### src/rtl/neuron_o_feeder_if.sv
// Bus between the output-neuron feeder and its surroundings: the activation
// stream in, the held activations and neuron result, and the result stream out.
interface neuron_o_feeder_if #(
  parameter int WIDTH = 32,
  parameter int CNT_W = 16
);
  logic                    in_valid;
  logic                    in_ready;
  logic signed [WIDTH-1:0] in_data;
  logic signed [WIDTH-1:0] a_1;
  logic signed [WIDTH-1:0] a_2;
  logic signed [WIDTH-1:0] y_in;
  logic                    out_valid;
  logic                    out_ready;
  logic signed [WIDTH-1:0] out_data;
  logic [CNT_W-1:0]        res_cnt;
  logic                    busy;

  // Feeder side.
  modport slave (
    input  in_valid, in_data, y_in, out_ready,
    output in_ready, a_1, a_2, out_valid, out_data, res_cnt, busy
  );

  // Environment side: upstream source, neuron and downstream sink.
  modport master (
    output in_valid, in_data, y_in, out_ready,
    input  in_ready, a_1, a_2, out_valid, out_data, res_cnt, busy
  );
endinterface

### src/rtl/neuron_o_feeder.sv
// Output-neuron feeder: gathers an activation pair, holds it on a_1/a_2 for
// the combinational neuron, waits SETTLE cycles, then registers and offers y.
//
// state | meaning
// S_A1  | waiting for the first activation of a pair
// S_A2  | a_1 held, waiting for the second activation
// S_SET | pair held, counting down the neuron settle time
// S_OUT | result offered downstream; one next a_1 may be buffered (pend)
module neuron_o_feeder #(
  parameter int WIDTH  = 32,
  parameter int SETTLE = 1,
  parameter int CNT_W  = 16
) (
  input  logic              clk,
  input  logic              rst,
  neuron_o_feeder_if.slave  bus
);
  typedef enum logic [1:0] {S_A1, S_A2, S_SET, S_OUT} state_t;

  localparam logic [3:0] LP_SETTLE = 4'(SETTLE);

  state_t                  r_state;
  state_t                  w_next;
  logic [3:0]              r_cnt;
  logic                    r_pend;
  logic signed [WIDTH-1:0] r_a_1;
  logic signed [WIDTH-1:0] r_a_2;
  logic signed [WIDTH-1:0] r_out_data;
  logic                    r_out_valid;
  logic [CNT_W-1:0]        r_res_cnt;
  logic                    w_in_ready;
  logic                    w_in_fire;
  logic                    w_out_fire;

  // Ready, handshake strobes and next state; ready never looks at in_valid.
  always_comb begin
    w_in_ready = 1'b0;
    w_next     = r_state;
    case (r_state)
      S_A1:    w_in_ready = 1'b1;
      S_A2:    w_in_ready = 1'b1;
      S_SET:   w_in_ready = 1'b0;
      S_OUT:   w_in_ready = !r_pend;
      default: w_in_ready = 1'b0;
    endcase
    if (rst) w_in_ready = 1'b0;
    w_in_fire  = bus.in_valid && w_in_ready;
    w_out_fire = r_out_valid && bus.out_ready;
    case (r_state)
      S_A1:    if (w_in_fire) w_next = S_A2;
      S_A2:    if (w_in_fire) w_next = S_SET;
      S_SET:   if (r_cnt == 4'd0) w_next = S_OUT;
      S_OUT:   if (w_out_fire) w_next = (r_pend || w_in_fire) ? S_A2 : S_A1;
      default: w_next = S_A1;
    endcase
  end

  // State register.
  always_ff @(posedge clk) begin
    if (rst) r_state <= S_A1;
    else     r_state <= w_next;
  end

  // Activation, settle counter and result registers.
  always_ff @(posedge clk) begin
    if (rst) begin
      r_cnt       <= 4'd0;
      r_pend      <= 1'b0;
      r_a_1       <= '0;
      r_a_2       <= '0;
      r_out_data  <= '0;
      r_out_valid <= 1'b0;
      r_res_cnt   <= '0;
    end else begin
      case (r_state)
        S_A1: if (w_in_fire) r_a_1 <= bus.in_data;
        S_A2: begin
          if (w_in_fire) begin
            r_a_2 <= bus.in_data;
            r_cnt <= LP_SETTLE;
          end
        end
        S_SET: begin
          if (r_cnt == 4'd0) begin
            r_out_data  <= bus.y_in;
            r_out_valid <= 1'b1;
          end else begin
            r_cnt <= r_cnt - 4'd1;
          end
        end
        S_OUT: begin
          // A buffered a_1 is safe to overwrite: the result is already registered.
          if (w_in_fire) begin
            r_a_1  <= bus.in_data;
            r_pend <= 1'b1;
          end
          // pend is consumed by moving to S_A2, so it clears even if set this edge.
          if (w_out_fire) begin
            r_out_valid <= 1'b0;
            r_res_cnt   <= r_res_cnt + CNT_W'(1);
            r_pend      <= 1'b0;
          end
        end
        default: ;
      endcase
    end
  end

  assign bus.in_ready  = w_in_ready;
  assign bus.a_1       = r_a_1;
  assign bus.a_2       = r_a_2;
  assign bus.out_valid = r_out_valid;
  assign bus.out_data  = r_out_data;
  assign bus.res_cnt   = r_res_cnt;
  assign bus.busy      = (r_state != S_A1) || r_pend;
endmodule

### src/flat_wrapper.sv
// flat-port wrapper written by rule: the top's interface ports become plain ports
module neuron_o_feeder_flat 
#(
  parameter int WIDTH  = 32,
  parameter int SETTLE = 1,
  parameter int CNT_W  = 16
)
  (clk, rst, bus_in_valid, bus_in_data, bus_y_in, bus_out_ready, bus_in_ready, bus_a_1, bus_a_2, bus_out_valid, bus_out_data, bus_res_cnt, bus_busy);
  neuron_o_feeder_if #(.WIDTH(WIDTH), .CNT_W(CNT_W)) bus_i ();
  input  logic clk;
  input  logic rst;
  input wire logic [$bits(bus_i.in_valid)-1:0] bus_in_valid;
  input wire logic [$bits(bus_i.in_data)-1:0] bus_in_data;
  input wire logic [$bits(bus_i.y_in)-1:0] bus_y_in;
  input wire logic [$bits(bus_i.out_ready)-1:0] bus_out_ready;
  output wire logic [$bits(bus_i.in_ready)-1:0] bus_in_ready;
  output wire logic [$bits(bus_i.a_1)-1:0] bus_a_1;
  output wire logic [$bits(bus_i.a_2)-1:0] bus_a_2;
  output wire logic [$bits(bus_i.out_valid)-1:0] bus_out_valid;
  output wire logic [$bits(bus_i.out_data)-1:0] bus_out_data;
  output wire logic [$bits(bus_i.res_cnt)-1:0] bus_res_cnt;
  output wire logic [$bits(bus_i.busy)-1:0] bus_busy;
  assign bus_i.in_valid = bus_in_valid;
  assign bus_i.in_data = bus_in_data;
  assign bus_i.y_in = bus_y_in;
  assign bus_i.out_ready = bus_out_ready;
  assign bus_in_ready = bus_i.in_ready;
  assign bus_a_1 = bus_i.a_1;
  assign bus_a_2 = bus_i.a_2;
  assign bus_out_valid = bus_i.out_valid;
  assign bus_out_data = bus_i.out_data;
  assign bus_res_cnt = bus_i.res_cnt;
  assign bus_busy = bus_i.busy;
  neuron_o_feeder #(.WIDTH(WIDTH), .SETTLE(SETTLE), .CNT_W(CNT_W)) u_core (.clk(clk), .rst(rst), .bus(bus_i));
endmodule
### config.mk
export PLATFORM = sky130hd
export DESIGN_NAME = neuron_o_feeder_flat
export DESIGN_NICKNAME = d
export VERILOG_FILES = /design/src/rtl/neuron_o_feeder_if.sv /design/src/rtl/neuron_o_feeder.sv /design/src/flat_wrapper.sv
export SDC_FILE = /design/constraint.sdc
export NUM_CORES = 1
export LEC_CHECK = 0
export CORE_MARGIN = 4
export CORE_UTILIZATION = 46
export DETAILED_ROUTE_END_ITERATION = 8
export HOLD_SLACK_MARGIN = 0.08
export PLACE_DENSITY_LB_ADDON = 0.25
export RECOVER_POWER = 25
export SLEW_MARGIN = 10
export SYNTH_ARGS = -nofsm -noshare
export SYNTH_HDL_FRONTEND = slang
export SYNTH_SLANG_ARGS = --single-unit
### constraint.sdc
create_clock -name clk -period 5.8 [get_ports clk]
set_input_delay 1.16 -clock clk [delete_from_list [all_inputs] [get_ports clk]]
set_output_delay 1.16 -clock clk [all_outputs]
set_load 0.005 [all_outputs]
==> impl_metrics.json, run 1 <==
{
  "status": "finished, violations left",
  "violations": "max-capacitance violations, max-slew violations",
  "n_antenna_cell": 0,
  "synth_top_area_share_pct": 52.7,
  "path_class": "in -> reg",
  "fp.dieW_um": 108,
  "setup_ws_ns": 2.05,
  "hold_path_depth": 2,
  "vdd_drop_max_v": 0.000226,
  "clkTransAtPathRegs_ns": 0.06,
  "max-cap-violations": 1,
  "synth.most_common_cell": "nand2_1",
  "grt_remaining_overflow": 0,
  "dieArea_um2": 11600,
  "worstPathArrival_ns": 4.17,
  "syn_avg_cell_area_um2": 8.00,
  "synth_seq_cells": 120,
  "cts.sinks": 120,
  "numCtsBuffers": 17,
  "stdcell_area_um2": 7060,
  "die_height_um": 108,
  "crit_fanout": 121,
  "wl_per_cell_um": 14.5,
  "grt_max_degree": 122,
  "ios": 183,
  "grt_pass1_vias": 4312,
  "ys_seq_area_share_pct": 52.7,
  "async_flop_share_pct": 0,
  "period_needed_ns": 3.75,
  "finalSetupViolations": 0,
  "core_um2": 9730,
  "synth-edff-count": 0,
  "drive_gt1_share_pct": 5.71,
  "hold_viol_final": 0,
  "yosysTopAreaCell": "dfxtp_1",
  "cts.repair.resized": 0,
  "yosysWarningCount": 0,
  "reg2reg_depth": 5,
  "gp_congestion": 0.805,
  "finalSetupTns_ns": 0,
  "finalNetCount": 816,
  "vias": 4462,
  "drt_first_pass_iters": 4,
  "fp-row-count": 36,
  "finalMaxSlewViolations": 122,
  "min-delay-start": "u_core.bus.out_data[15]",
  "areaGrowthSynthToFinish_pct": 54.7,
  "worstPathRequired_ns": 6.22,
  "finalCritPeriodShare_pct": 64.6,
  "clock.fmax_mhz": 267,
  "synth_common_cells": "202 x nand2_1, 120 x dfxtp_1, 104 x a21oi_1",
  "hold_class": "reg -> reg",
  "ys.flop_type": "dfxtp_1",
  "cts-htree-levels": 4,
  "syn_area_um2": 4560,
  "grt_setup_unrepaired": "no",
  "start_kind": "input pin",
  "p_per_area_nw_per_um2": 377,
  "cp-end-kind": "flip-flop",
  "postCtsHoldBufs": 0,
  "dpl.hpwl_mm": 8.72,
  "clk_latency_ns": 0.50,
  "fin_total_pwr_mw": 2.66,
  "placed_area_um2": 6470,
  "utilization_pct": 72.6,
  "viasPerCell": 5.04,
  "grt_pass1_wl_mm": 20.6,
  "finalClockSkew_ns": 0.00810,
  "antenna_left": 0,
  "worst_r2r_endpoint": "u_core.bus.a_1[8]",
  "regToRegSetupSlack_ns": 3.04,
  "cts_buffer_depth": 2,
  "root_buffer": "clkbuf_8",
  "gr-usage-all-layers_pct": 21.9,
  "drc": 0,
  "num-fill-cells": 767,
  "yosysUniqueCellTypes": 41,
  "synth.net_count": 646,
  "initialDrtViolationCount": 213,
  "io_buffers": 182,
  "min_to": "u_core.bus.out_data[15]",
  "cts_tree": "done",
  "dp_worst_setup_slack_ns": 2.44,
  "leakage_nw": 2.49,
  "postCtsSetupRepairBufs": 0,
  "wirelength_mm": 12.8,
  "relSlewSlack_pct": -58.5,
  "initial_core_util_pct": 46.9,
  "r2r-start": "u_core.r_state[1]",
  "antenna_found_initial": 0,
  "synthCells": 570,
  "worst_pin_slew_ns": 2.38,
  "yosys-top-cells-area": "dfxtp_1 53%, nand2_1 17%, a21oi_1 11%, clkbuf_1 2.8%, ha_1 2.2%"
}
[through the flow]
step / std cells / hold slack (ns)
final: 886 / 0.452
after global routing: 886 / 0.471
after CTS: 886 / 0.454
after detailed placement: 854 / 0.447
after global placement: 854 / 0.441
after floorplan: 570 / 0.453
[registers in the layout (all words and copies together) (netlist names)]
register              count
u_core.bus.out_data      32
u_core.bus.res_cnt       16
u_core.bus.out_valid      1
u_core.bus.a_1           32
u_core.r_cnt              4
u_core.r_state            2
u_core.bus.a_2           32
u_core.r_pend             1
[layout by cell type, fill, tap and decap left out, drive strengths merged, types with 8 or more instances in the layout]
cell,synthesis,final
clkdlybuf4s50,0,171
ha,8,8
dfxtp,120,120
nor2,18,18
inv,8,11
clkbuf,34,21
dlygate4sd3,0,10
nand2,202,202
a21oi,104,104
[worst max-delay path, stage by stage]
cell and delay (ns):
clkbuf_1 0.11, clkbuf_2 1.70, and3b_1 0.35, and2_1 0.15, buf_4 0.24, a21oi_1 0.21, a21boi_0 0.21
[how the worst max path moves through the flow]
stage                            from              end  slack [ns]  cells past startpoint
floorplan                         rst     bus_in_ready        2.85                      3
global placement                  rst  u_core.r_cnt[2]        2.51                      7
detailed placement                rst  u_core.r_cnt[2]        2.44                      7
CTS                 u_core.r_state[1]     bus_in_ready        2.22                      4
global route                      rst  u_core.r_cnt[2]        1.76                      7
finish                            rst  u_core.r_cnt[2]        2.05                      7
[routing by layer]
metal  vias to the layer above  track usage [%]  wire (um)
li1                       2227                -          -
met1                      2061             25.6       5090
met2                       172             37.3       6390
met3                         2             8.28       1310
met4                         0             6.67         38
met5                         -                0          0
[kinds of logic (layout without fill, tap and decap cells)]
group	Yosys count	count (layout)	synth area share, %
and+or+nand+nor	258	258	23.9
xor gates and xnor gates	12	12	2.30
DFF	120	120	52.7
buffers and inverters	45	228	3.70
muxes	4	4	0.933
adders and majority gates	8	8	2.19
AOI/OAI and AO/OA	123	123	14.3
[layout make-up]
type | count | area, um^2 | share of cell area, %
Sequential cell | 120 | 2400 | 34.0
Multi-Input combinational cell | 405 | 2010 | 28.5
Timing Repair Buffer | 188 | 1860 | 26.3
Clock buffer | 19 | 422 | 5.97
Clock inverter | 13 | 170 | 2.41
Tap cell | 133 | 166 | 2.36
Inverter | 8 | 30.0 | 0.425
[power breakdown]
group	total [mW]	internal, mW	switching, mW
Combinational	0.625	0.316	0.310
Sequential	0.991	0.927	0.0648
Clock	1.04	0.659	0.384
Power figures use the tool's default switching activity.
==> run 2: changes to the inputs <==
- CORE_UTILIZATION: 46 -> 39
- clock period: 5.8 -> 3.2 ns (I/O delays scaled with it)
==> run 2 against run 1 <==
The run still ends with max-capacitance violations, max-slew violations left. Utilization shrank 10 points. First-iteration DRC count up 50%. Global-route usage shrank 2.8 points. Sequential share of layout area fell by 0.17 points. Hold slack got worse by 0.0040 ns. Clock power increased by 79%. Setup slack lost 1.7 ns. Combinational power grew 79%.
==> impl_metrics.json, run 2 (synthesis gave the netlist of run 1 again) <==
{
  "p_per_area_nw_per_um2": 674,
  "drive_gt1_share_pct": 5.83,
  "wl_per_cell_um": 14.3,
  "violations": "max-capacitance violations, max-slew violations",
  "antenna_left": 0,
  "grt_remaining_overflow": 0,
  "vdd_drop_max_v": 0.000366,
  "hold_class": "reg -> reg",
  "postCtsSetupRepairBufs": 0,
  "initialDrtViolationCount": 319,
  "core_um2": 11400,
  "placed_area_um2": 6510,
  "start_kind": "flip-flop",
  "finalMaxSlewViolations": 84,
  "postCtsHoldBufs": 0,
  "crit_fanout": 12,
  "dp_worst_setup_slack_ns": 0.528,
  "status": "finished, violations left",
  "grt_setup_unrepaired": "no",
  "areaGrowthSynthToFinish_pct": 55.5,
  "instances_no_fill": 898,
  "gp_congestion": 0.795,
  "initial_core_util_pct": 40.0,
  "io_buffers": 182,
  "max-cap-violations": 1,
  "finalCritPeriodShare_pct": 88.4,
  "clk_latency_ns": 0.40,
  "leakage_nw": 2.64,
  "worst_path_max_delay_cell": "clkdlybuf4s50_1",
  "viasPerCell": 4.92,
  "grt_max_degree": 84,
  "clock.fmax_mhz": 353,
  "grt_pass1_vias": 4309,
  "cts_tree": "done",
  "cts_buffer_depth": 2,
  "stdcell_area_um2": 7100,
  "cts.sinks": 120,
  "vias": 4422,
  "antenna_found_initial": 0,
  "cp-end-kind": "primary output",
  "dieArea_um2": 13500,
  "clkTransAtPathRegs_ns": 0.05,
  "path_class": "reg -> out",
  "finalSetupTns_ns": 0,
  "ios": 183,
  "dp.cells": 866,
  "grt_pass1_wl_mm": 20.5,
  "utilization_pct": 62.1,
  "final_cell_mix": "202 x nand2_1, 134 x clkdlybuf4s50_1, 120 x dfxtp_1, 104 x a21oi_1, 47 x dlygate4sd3_1",
  "finalClockSkew_ns": 0.00538,
  "worstPathArrival_ns": 2.19,
  "fin_total_pwr_mw": 4.78,
  "fp-row-count": 39,
  "gr-usage-all-layers_pct": 19.1,
  "period_needed_ns": 2.83,
  "drc": 0,
  "fp.dieW_um": 116,
  "cts.repair.resized": 0,
  "numCtsBuffers": 17,
  "timing.hold.ws_ns": 0.448,
  "hold_viol_final": 0,
  "dpl.hpwl_mm": 8.76,
  "wirelength_mm": 12.8,
  "relSlewSlack_pct": -11.0,
  "drt_first_pass_iters": 5,
  "n_antenna_cell": 0,
  "cts-htree-levels": 4,
  "crit_chain": "ha_1, buf_4, mux2_2, nor2_1, clkdlybuf4s50_1",
  "finalSetupViolations": 0,
  "slowest_delay_ns": 0.53,
  "finalNetCount": 818,
  "die_height_um": 116,
  "setup_ws_ns": 0.371,
  "root_buffer": "clkbuf_16",
  "worstPathRequired_ns": 2.56,
  "worst_pin_slew_ns": 1.66,
  "final_common_cell": "nand2_1"
}
[run 2: cell count changes in the layout (fill, tap and decap cells not counted), sizes merged]
cell and delta:
dlygate4sd3 +37, inv -3, clkbuf +6, buf +2
clkdlybuf4s50 -37, bufinv -1, clkinvlp -2
[run 2: path summary, 6_finish.rpt]
kind / start / cells past startpoint / slack (ns) / end
max reg2reg: u_core.r_state[0] / 7 / 0.94 / u_core.r_cnt[3]
min: u_core.bus.a_1[11] / 2 / 0.45 / u_core.bus.a_1[11]
min reg2reg: u_core.bus.a_1[11] / 2 / 0.45 / u_core.bus.a_1[11]
max: u_core.r_state[1] / 5 / 0.37 / bus_in_ready
[run 2: critical path, delay by kind of cell, from the launching register on]
family / cells / cell delay (ns)
adder cells (fa/ha/maj): 1 / 0.18
buffers and inverters: 2 / 0.72
flip-flops: 1 / 0.38
AND/OR/NAND/NOR: 1 / 0.12
multiplexers: 1 / 0.39
[run 2: final cells by class]
type | instances | area [um^2]
inverters | 8 | 30.0
fillers | 1011 | 4320
clock inverters | 7 | 91.3
clock buffers | 25 | 495
multi-input cells | 405 | 2010
well taps | 143 | 179
repair buffers | 190 | 1890
flip-flops and latches | 120 | 2400
[run 2: layer usage]
layer	share of wire, %	GRT usage [%]
met1	42	22.5
met2	48	31.1
met3	9.3	8.24
met4	0.81	6.88
met5	0	0
[run 2: power by group]
part | internal, mW | leakage [nW] | switching [mW]
Combinational | 0.559 | 1.38 | 0.562
Sequential | 1.68 | 0.972 | 0.115
Clock | 1.23 | 0.287 | 0.638
==> edit (config.mk and constraints of run 2) <==
`WIDTH` is set to 32 in 3 places; all go to 16.
--- a/src/rtl/neuron_o_feeder_if.sv
+++ b/src/rtl/neuron_o_feeder_if.sv
@@ -3,3 +3,3 @@
 interface neuron_o_feeder_if #(
-  parameter int WIDTH = 32,
+  parameter int WIDTH = 16,
   parameter int CNT_W = 16
--- a/src/rtl/neuron_o_feeder.sv
+++ b/src/rtl/neuron_o_feeder.sv
@@ -9,3 +9,3 @@
 module neuron_o_feeder #(
-  parameter int WIDTH  = 32,
+  parameter int WIDTH  = 16,
   parameter int SETTLE = 1,
--- a/src/flat_wrapper.sv
+++ b/src/flat_wrapper.sv
@@ -3,3 +3,3 @@
 #(
-  parameter int WIDTH  = 32,
+  parameter int WIDTH  = 16,
   parameter int SETTLE = 1,
Ports: changed (5 resized); port bits go from 183 to 103. The function was not compared with the original's and may differ.
==> edit against run 2 <==
  * Sequential share of layout area fell by 0.27 points
  * Register-to-register slack got worse by 30 ps
  * Via count fell by 40%
  * Wire length fell by 42%
  * Power fell by 45%
  * Sequential cell count fell by 48
  * Sequential power fell by 41%
  * Clock power fell by 56%
  * Critical path depth fell by 1
  * Setup slack improved by 31 ps
  * Synthesized area fell by 34%
  * Design area fell by 40%
  * Combinational power fell by 33%
  * Die area fell by 32%
  * Critical path type unchanged
  * Largest cell class unchanged
==> edit: results (changes against run 2) <==
status=complete, no violations; sequential area share after synthesis=48.0% (-4.6 points); pin count of the biggest net entering global routing=41 (-51%); path type of the worst min-delay path=reg2reg; actual slew at the worst max-slew pin=664 ps (-1000 ps); number of nets in the layout=487 (-40%); maximum capacitance violations=0 (-1); Avg Vias per Cell=4.89 (-0.76%); antenna violations before repair=0 (unchanged); aggregate routed wire length=7500 um (-42%); top post-synthesis cells by count=72 x dfxtp_1, 72 x nand2_1, 41 x a21oi_1; weighted congestion reported at the end of routability-driven placement=0.753 (-5.3%); synthesized net count=388 (-40%); Overall Global Routing Usage=16.6% (-2.5 points); wire length of the first global-routing pass=12000 um (-42%); vias in the first global route=2536 (-41%); leakage component of the power=1.59 nW (-40%); slowest stage cell, crit path=clkdlybuf4s50_1; Global Route met2 Usage=27.3% (-3.8 points); Metal-1 WL=3270 um (-40%); GR met3 Demand/Resource=5.32% (-2.9 points); worst-path fanout max=10 (-2); detailed-routed wire length on met3=447 um (-62%); DR pass1 iterations=4 (-1); routed wire length on met2=3680 um (-40%); HPWL after DPL=5380 um (-39%); Post-synth EDFFs=0 (unchanged); port buffer count=102 (-44%); met1 Use GR=20.4% (-2.1 points); Post-CTS Setup Repair Bufs=0 (unchanged); layout cell share with drive strength beyond 1=6.70% (+0.87 points); Flop pwr share=40.7% (+3.1 points); highest signal layer in the routed design=met4; Yosys warnings=0 (unchanged); final clock skew=8.56 ps (+3.18 ps); count of different cell masters after synthesis=47 (+15%); Clk Latency, worst-skew pair=340 ps (-60 ps); worst vdd rail ir drop=0.000265 V (-28%); dominant cells by area after synthesis=dfxtp_1 48%, nand2_1 9.0%, a21oi_1 6.8%; iteration-0 DRC count of the detailed router=67 (-79%); number of H-tree branching levels=3 (-1); root cell of the clock tree=clkbuf_8; internal portion of total power=1.85 mW (-47%); part of the power in combinational logic=28.4% (+4.9 points); number of buffers inserted during clock tree synthesis=9 (-8); Filler cells=677 (-33%); largest stage delay on the critical path=510 ps (-20 ps); clock slew seen by the registers of the worst setup and hold paths=80 ps (+30 ps)
edit: changes by cell type after synthesis, sizes merged, moves of 6 or more:
cell / change
mux2i: +17
clkbuf: -24
nor2: +14
dfxtp: -48
buf: +6
a21oi: -63
nand2: -130
edit: layout make-up:
| cell class | count | area share [%] |
|---|---|---|
| inverters | 7 | 0.612 |
| multi-input cells | 246 | 33.1 |
| repair buffers | 107 | 24.5 |
| clock inverters | 6 | 2.10 |
| clock buffers | 10 | 3.21 |
| flip-flops and latches | 72 | 33.6 |
| well taps | 99 | 2.89 |
edit: critical path: cells and delay by family (launching register included):
family / cells / cell delay [ps]
adders and majority gates: 1 / 390
buffers and inverters: 1 / 510
DFF: 1 / 420
muxes: 1 / 390
and+or+nand+nor: 1 / 100
edit: path summary, 6_finish.rpt:
kind / cells past startpoint / startpoint / to / slack (ps)
hold reg to reg: 2 / u_core.bus.out_data[12] / u_core.bus.out_data[12] / 450
setup reg to reg: 5 / u_core.r_state[1] / u_core.bus.res_cnt[13] / 910
hold / removal: 2 / u_core.bus.out_data[12] / u_core.bus.out_data[12] / 450
setup / recovery: 4 / u_core.r_state[1] / bus_in_ready / 400
edit: through the flow:
step	util [%]	instance area, um2	instances	power (mW)	setup WS, ps
after floorplan	-	3000	344	1.54	996
after global placement	55.2	4070	531	1.84	712
after detailed placement	55.2	4070	531	1.86	699
after CTS	58.3	4300	547	2.68	390
after global routing	58.2	4290	547	2.79	271
final	58.2	4290	547	2.63	402
edit: kinds of logic after synthesis:
kind of cell	count (synthesis)	share of synthesized area, %
simple gates	144	22.0
flops	72	48.0
buf+inv	26	4.46
compound gates	63	12.0
mux	22	7.59
xor+xnor	9	2.63
fa+ha+maj	8	3.34
